File: config.mk
export PLATFORM = sky130hd
export DESIGN_NAME = lzrw1_compressor
export DESIGN_NICKNAME = d
export VERILOG_FILES = /design/src/rtl/lzrw1_compressor.sv
export SDC_FILE = /design/constraint.sdc
export NUM_CORES = 2
export LEC_CHECK = 0
export ABC_AREA = 1
export CAP_MARGIN = 0
export CORE_UTILIZATION = 56
export CTS_BUF_LIST = sky130_fd_sc_hd__clkbuf_8
export CTS_CLUSTER_DIAMETER = 150
export DETAILED_ROUTE_END_ITERATION = 10
export PLACE_DENSITY = 0.72
export SETUP_SLACK_MARGIN = 0.1
export SLEW_MARGIN = 40
export SYNTH_ARGS = -nofsm -noshare
export SYNTH_HDL_FRONTEND = slang
export SYNTH_SLANG_ARGS = --single-unit
File: constraint.sdc
create_clock -name clock -period 15.8 [get_ports clock]
set_input_delay 4.74 -clock clock [delete_from_list [all_inputs] [get_ports clock]]
set_output_delay 4.74 -clock clock [all_outputs]
set_load 0.005 [all_outputs]
File: src/rtl/lzrw1_compressor.sv
// Streaming LZRW1 compressor: hashes 3-byte prefixes into a position table and
// emits one literal or copy item per match attempt from an 18-byte lookahead.
module lzrw1_compressor #(
   parameter int HISTORY_SIZE = 256,
   parameter int HASH_ENTRIES = 64
) (
   input  logic        clock,
   input  logic        reset,
   input  logic [7:0]  data_in,
   input  logic        data_in_valid,
   input  logic        data_in_last,
   output logic        compressor_busy,
   output logic [15:0] data_out,
   output logic        control_word_out,
   output logic        out_valid,
   output logic        done
);

   localparam int HB = $clog2(HISTORY_SIZE);
   localparam int HW = $clog2(HASH_ENTRIES);
   localparam int LA = 18;
   localparam logic [15:0] MAX_OFF = 16'(HISTORY_SIZE - 1);

   localparam logic [2:0] FILL    = 3'd0;
   localparam logic [2:0] HASH    = 3'd1;
   localparam logic [2:0] LOOKUP  = 3'd2;
   localparam logic [2:0] COMPARE = 3'd3;
   localparam logic [2:0] EMIT    = 3'd4;
   localparam logic [2:0] COMMIT  = 3'd5;

   logic [2:0]              state;
   logic [7:0]              la [LA];
   logic [4:0]              avail, k, cnt;
   logic [15:0]             cur, p;
   logic [11:0]             off;
   logic                    p_valid, last_seen;
   logic [HW-1:0]           h;
   logic [HASH_ENTRIES-1:0] hvalid;
   logic [15:0]             tbl  [HASH_ENTRIES];
   logic [7:0]              hist [HISTORY_SIZE];

   logic [7:0]  hraw;
   logic [HW-1:0] h_next;
   logic [15:0] pk, off_next;
   logic [4:0]  lidx, k1, clen;
   logic [3:0]  clen_code;
   logic [7:0]  src;
   logic        hit, stop, miss, accept;

   assign compressor_busy = !(state == FILL && avail < 5'd18 && !last_seen);
   assign out_valid       = (state == EMIT);
   assign done            = (state == FILL) && last_seen && (avail == 5'd0);
   assign accept          = data_in_valid && !compressor_busy;

   always_comb begin
      hraw     = la[0] ^ {la[1][3:0], la[1][7:4]} ^ {la[2][1:0], la[2][7:2]};
      h_next   = HW'(hraw);
      off_next = cur - p;
      miss     = !p_valid || off_next == 16'd0 || off_next > MAX_OFF;
      pk       = p + {11'd0, k};
      // Source at or beyond cur lies in the lookahead itself (overlapping copy)
      lidx     = pk[4:0] - cur[4:0];
      src      = (pk < cur) ? hist[pk[HB-1:0]] : la[lidx];
      hit      = (src == la[k]);
      k1       = k + 5'd1;
      stop     = !hit || k1 == 5'd18 || k1 == avail;
      clen     = hit ? k1 : k;
      clen_code = clen[3:0] - 4'd3;
   end

   always_ff @(posedge clock or negedge reset) begin
      if (!reset) begin
         state            <= FILL;
         avail            <= '0;
         cur              <= '0;
         last_seen        <= 1'b0;
         hvalid           <= '0;
         k                <= '0;
         cnt              <= '0;
         p                <= '0;
         p_valid          <= 1'b0;
         off              <= '0;
         h                <= '0;
         data_out         <= '0;
         control_word_out <= 1'b0;
         for (int i = 0; i < LA; i++) la[i] <= '0;
      end else begin
         case (state)
            FILL: begin
               if (done) begin
                  cur       <= '0;
                  hvalid    <= '0;
                  last_seen <= 1'b0;
               end else if (avail == 5'd18 || last_seen) begin
                  state <= HASH;
               end else if (accept) begin
                  la[avail] <= data_in;
                  avail     <= avail + 5'd1;
                  if (data_in_last) last_seen <= 1'b1;
               end
            end
            HASH: begin
               if (avail < 5'd3) begin
                  data_out         <= {8'h00, la[0]};
                  control_word_out <= 1'b0;
                  cnt              <= 5'd1;
                  state            <= EMIT;
               end else begin
                  h       <= h_next;
                  p       <= tbl[h_next];
                  p_valid <= hvalid[h_next];
                  state   <= LOOKUP;
               end
            end
            LOOKUP: begin
               hvalid[h] <= 1'b1;
               off       <= off_next[11:0];
               if (miss) begin
                  data_out         <= {8'h00, la[0]};
                  control_word_out <= 1'b0;
                  cnt              <= 5'd1;
                  state            <= EMIT;
               end else begin
                  k     <= '0;
                  state <= COMPARE;
               end
            end
            COMPARE: begin
               if (stop) begin
                  if (clen >= 5'd3) begin
                     data_out         <= {clen_code, off};
                     control_word_out <= 1'b1;
                     cnt              <= clen;
                  end else begin
                     data_out         <= {8'h00, la[0]};
                     control_word_out <= 1'b0;
                     cnt              <= 5'd1;
                  end
                  state <= EMIT;
               end else begin
                  k <= k1;
               end
            end
            EMIT: state <= COMMIT;
            COMMIT: begin
               for (int i = 0; i < LA - 1; i++) la[i] <= la[i+1];
               la[LA-1] <= '0;
               cur      <= cur + 16'd1;
               avail    <= avail - 5'd1;
               cnt      <= cnt - 5'd1;
               if (cnt == 5'd1) state <= FILL;
            end
            default: state <= FILL;
         endcase
      end
   end

   // Storage arrays carry no reset; the hash valid vector guards stale entries
   always_ff @(posedge clock) begin
      if (state == LOOKUP) tbl[h] <= cur;
      if (state == COMMIT) hist[cur[HB-1:0]] <= la[0];
   end

endmodule

== Word level (Yosys, flattened, before mapping) ==
Memory sizes are Yosys's and may differ from the RTL's. A register that Yosys moved wholly into a read port is not among the register bits.
Index checks and enable logic that the tools add are counted.
W data, S select, Z words.
Operators by class
  add/sub/neg operators: 9
  magnitude comparators: 12
  equal/unequal tests: 22
  muxes and demuxes: 60
  bitwise operators: 7
  reduce and logical (&&, ||, !) cells: 36
Operators by type and width (count)
  $mux W144: 3
  $pmux W144 S2: 1
  $bwmux W144: 1
  $pmux W64 S2: 1
  $bmux W8 S5: 2
  $mux W16: 5
  $mux W64: 1
  $or A64 B64 Y64: 1
  $mux W5: 10
  $mux W8: 6
  $pmux W16 S3: 1
  $demux W8 S5: 1
  $pmux W16 S2: 1
  $ne A2 B2 Y1 const B: 11
  $pmux W5 S2: 2
  $pmux W5 S4: 1
  $reduce_and A4 Y1: 5
  $ge A6 B6 Y1 const B: 3
  $mux W3: 6
  $not A5 Y6: 3
  $pmux W3 S6: 1
  $add A16 B1 Y16 const B: 1
  $add A16 B5 Y16: 1
  $gt A16 B8 Y1 const B: 1
  37 further kinds: 77
Storage, ports and cells
  register bits: 279
  memory bits (writable): 3072
  input port bits: 12
  word-level logic and storage cells: 178
  memories kept: 2
Memories
  hist: depth 256, width 8, read ports 1, clocked after memory_dff 0, write ports 1, line 40  | logic [7:0] hist [HISTORY_SIZE];
  tbl: depth 64, width 16, read ports 1, clocked after memory_dff 1, write ports 1, line 39  | logic [15:0] tbl [HASH_ENTRIES];

== Logic depth before layout (Yosys ltp) ==
  depth in word-level cells: 13
  depth in mapped cells: 39

== Least setup slack after synthesis ==
Ideal clock, no wire load.
  path kind: register to output
  start: register avail[3]
  end: output port done
  data arrival time: 1.700 ns
  path slack: 9.360 ns
  stages on the path, launching flop included: 7
  buffers on the path: 1
  cell sequence: dfrtp_1 nor2_1 inv_1 nor2_1 nand2_1 nor3_1 clkbuf_1
On the way
  word-level cells in the longest chain between the ends: 2
RTL lines
  start: declaration: line 33  | logic [4:0] avail, k, cnt;
  start signal: assignment: line 98  | avail <= avail + 5'd1;
  start signal: assignment: line 149  | avail <= avail - 5'd1;
  $logic_not A5 Y1: line 52  | assign done = (state == FILL) && last_seen && (avail == 5'd0);
  $logic_and A1 B1 Y1: line 52
  end: declaration: line 16  | output logic done
No other way between the ends.

== Final worst setup path ==
  start: register avail[2]
  end: output port done
Same word-level chain as after synthesis.

==> results.cfg <==
[status]
status = completed

[synthesis]
post-synth-top-count-cell = nand2_1
syn_inst = 12900
async_reset_ff_share_pct = 8.76
yosysWarnings = 0
synth_area_mm2 = 0.142
ys.flop_type = edfxtp_1
synth.distinct_cells = 49
yosysTopAreaCellShare_pct = 64.8
synthTopCellsByCount = 3401 x nand2_1, 3072 x edfxtp_1, 1678 x nor2_1
ys_ff_latch = 3367
avgSynthCellArea_um2 = 11.0
synth-edff-count = 3072
yosysTopAreaCell = edfxtp_1
syn_nets = 13000
synth.area.top_cells = edfxtp_1 65%, nand2_1 9.0%, nand3_1 5.7%
synth_seq_area_share_pct = 69.9

[finish]
multi_input_area_mm2 = 0.0382
n_fill_cell = 19400
seqCellArea_mm2 = 0.0997
final_nets = 13000
layout-drive-gt1-share_pct = 7.70
synthToLayoutAreaGrowth_pct = 9.20

[global_routing]
grt_first_pass_wirelength_um = 595000
antenna_found_initial = 8
grt_pass1_vias = 97400
grt_use_total_pct = 30.5
gr-total-overflow = 0
grt_max_degree = 199

[power_and_ir_drop]
peakVddDrop_v = 0.000195
power_w = 0.0325
powerDensity_mw_per_mm2 = 209
p_leak_nw = 58.9

[floorplanning]
core_mm2 = 0.252
initial_utilization_pct = 56.5
die_x_um = 506
die_y_um = 506
die_area_mm2 = 0.256
placementRows = 184
ios = 32

[clock_network]
ctsHoldBuffers = 0
ctsResizeCount = 0
clock_sinks = 3367
cts_root_buffer = clkbuf_8
numCtsBuffers = 545
clk_transition_reported_paths_ns = 0.06
tritoncts = done
cts_buffer_depth = 4
cts_setup_buffers = 0
cts_max_level = 6
worstSkewPairLatency_ns = 1.05

[routing]
vias = 102000
post_drt_via_cell_ratio = 6.10
first_pass_iters = 7
drt.antenna.violating_nets = 0
route.detailed.drc = 0
drt_iter0_drc = 13900
wire_per_inst_um = 23.9
postRouteWirelength_um = 398000

[worst_setup_path]
criticalPathCategory = register to output pin
crit_path_cell_trace = nor2_1 -> inv_1 -> nor2_1 -> nand2_1 -> nor3_2 -> buf_4 -> clkdlybuf4s50_1
crit_top_cell = nor2_1
worstPathRequired_ns = 11.06
crit_family = buffers and inverters
crit_arrival_ns = 3.61
slowest_delay_ns = 0.72
worstSetupStartpointType = register
critPathBufInv = 3
cp_max_fo = 63
cp-end-kind = output pin
crit_slowest_cell = clkdlybuf4s50_1

[run]
max_cap_violations = 0

[timing]
final_max_slew_viol_count = 0
rsz0062_at_grt = false
hold_viol = 0
slew_headroom_pct = 34.0
clock_skew_ns = 0.0688
worst_pin_slew_ns = 0.991
final.setup.tns_ns = 0
finalCritPeriodShare_pct = 52.9
whs_ns = 0.477
setup_violations = 0
period_minus_slack_ns = 8.35
fmax_mhz = 120

[min_path]
worstHoldPathType = register to register

[place]
io_buffers = 31
hpwl_um = 225000
place_congestion = 0.894
==> registers in the layout, indices dropped and copies added, names as in the netlist <==
register,cells
avail,5
cnt,5
control_word_out,1
cur,16
data_out,16
h,6
hist,2048
hvalid,64
k,5
la,144
last_seen,1
off,12
p,16
p_valid,1
state,3
tbl,1024
==> cell usage in the layout (no fill, tap or decap), drive strengths merged, types with 21 or more instances in the layout <==
master         instances
a21oi                307
dfrtp                295
clkdlybuf4s50         30
nand3               1635
o21ai                769
buf                  226
nand2               3414
inv                  521
nor2                1683
edfxtp              3072
o211ai                42
nor3                  26
xor2                  36
o22ai                 35
ha                    48
o32ai                260
clkbuf               576
o221ai                44
a31oi                 21
clkinv               137
==> cell type report <==
| type | count | area share (%) |
|---|---|---|
| diodes | 7 | 0.0113 |
| clock buffers | 574 | 5.08 |
| clock inverters | 367 | 1.16 |
| inverters | 317 | 0.808 |
| multi-input cells | 8402 | 24.5 |
| flip-flops and latches | 3367 | 64.1 |
| well taps | 3348 | 2.69 |
| repair buffers | 258 | 1.65 |
==> power by group <==
group          switching, W  internal, W  total, W
clock               0.00343      0.00346   0.00689
sequential         0.000350       0.0107    0.0111
combinational        0.0108      0.00367    0.0145
==> per-layer routing <==
layer	up-vias	track usage [%]	part of all wire, %
met3	1021	6.62	11
met1	49100	41.8	38
met2	6128	46.7	46
met5	-	0	0.0090
li1	45200	-	-
met4	6	14.4	4.7
==> path summary, 6_finish.rpt <==
check | from | to | slack [ns] | cells past startpoint
hold reg to reg | data_out[0]$_DFFE_PN0P_ | data_out[0]$_DFFE_PN0P_ | 0.48 | 2
setup reg to reg | k[0]$_DFFE_PN0P_ | data_out[1]$_DFFE_PN0P_ | 7.92 | 31
hold / removal | data_out[0]$_DFFE_PN0P_ | data_out[0]$_DFFE_PN0P_ | 0.48 | 2
setup / recovery | avail[2]$_DFFE_PN0P_ | done | 7.45 | 7
min in group asynchronous | reset | la[72]$_DFFE_PN0P_ | 3.59 | 1
max in group asynchronous | reset | hvalid[18]$_DFFE_PN0P_ | 10.52 | 3
==> tightest hold or removal path: cells and delay by family (launching register included) <==
| kind | cells | cell delay, ns |
|---|---|---|
| AND/OR/NAND/NOR | 2 | 0.10 |
| flip-flops | 1 | 0.34 |
==> per-stage QoR <==
stage,cell area (um^2),utilization [%],setup slack (ns),std cells
floorplan,142000,-,9.36,12900
global placement,145000,57.6,8.27,15700
detailed placement,145000,57.7,8.18,15700
CTS,155000,61.5,7.45,16600
global route,156000,61.7,7.28,16600
finish,156000,61.7,7.45,16600
==> kinds of logic after synthesis <==
family | share of synthesized area, %
adder cells (fa/ha/maj) | 0.478
XOR/XNOR | 0.314
multiplexers | 0.0141
AO/OA/AOI/OAI | 6.29
AND/OR/NAND/NOR | 19.5
flip-flops | 69.9
buffers and inverters | 3.50
Note: power is estimated with default switching activity, not from simulation.
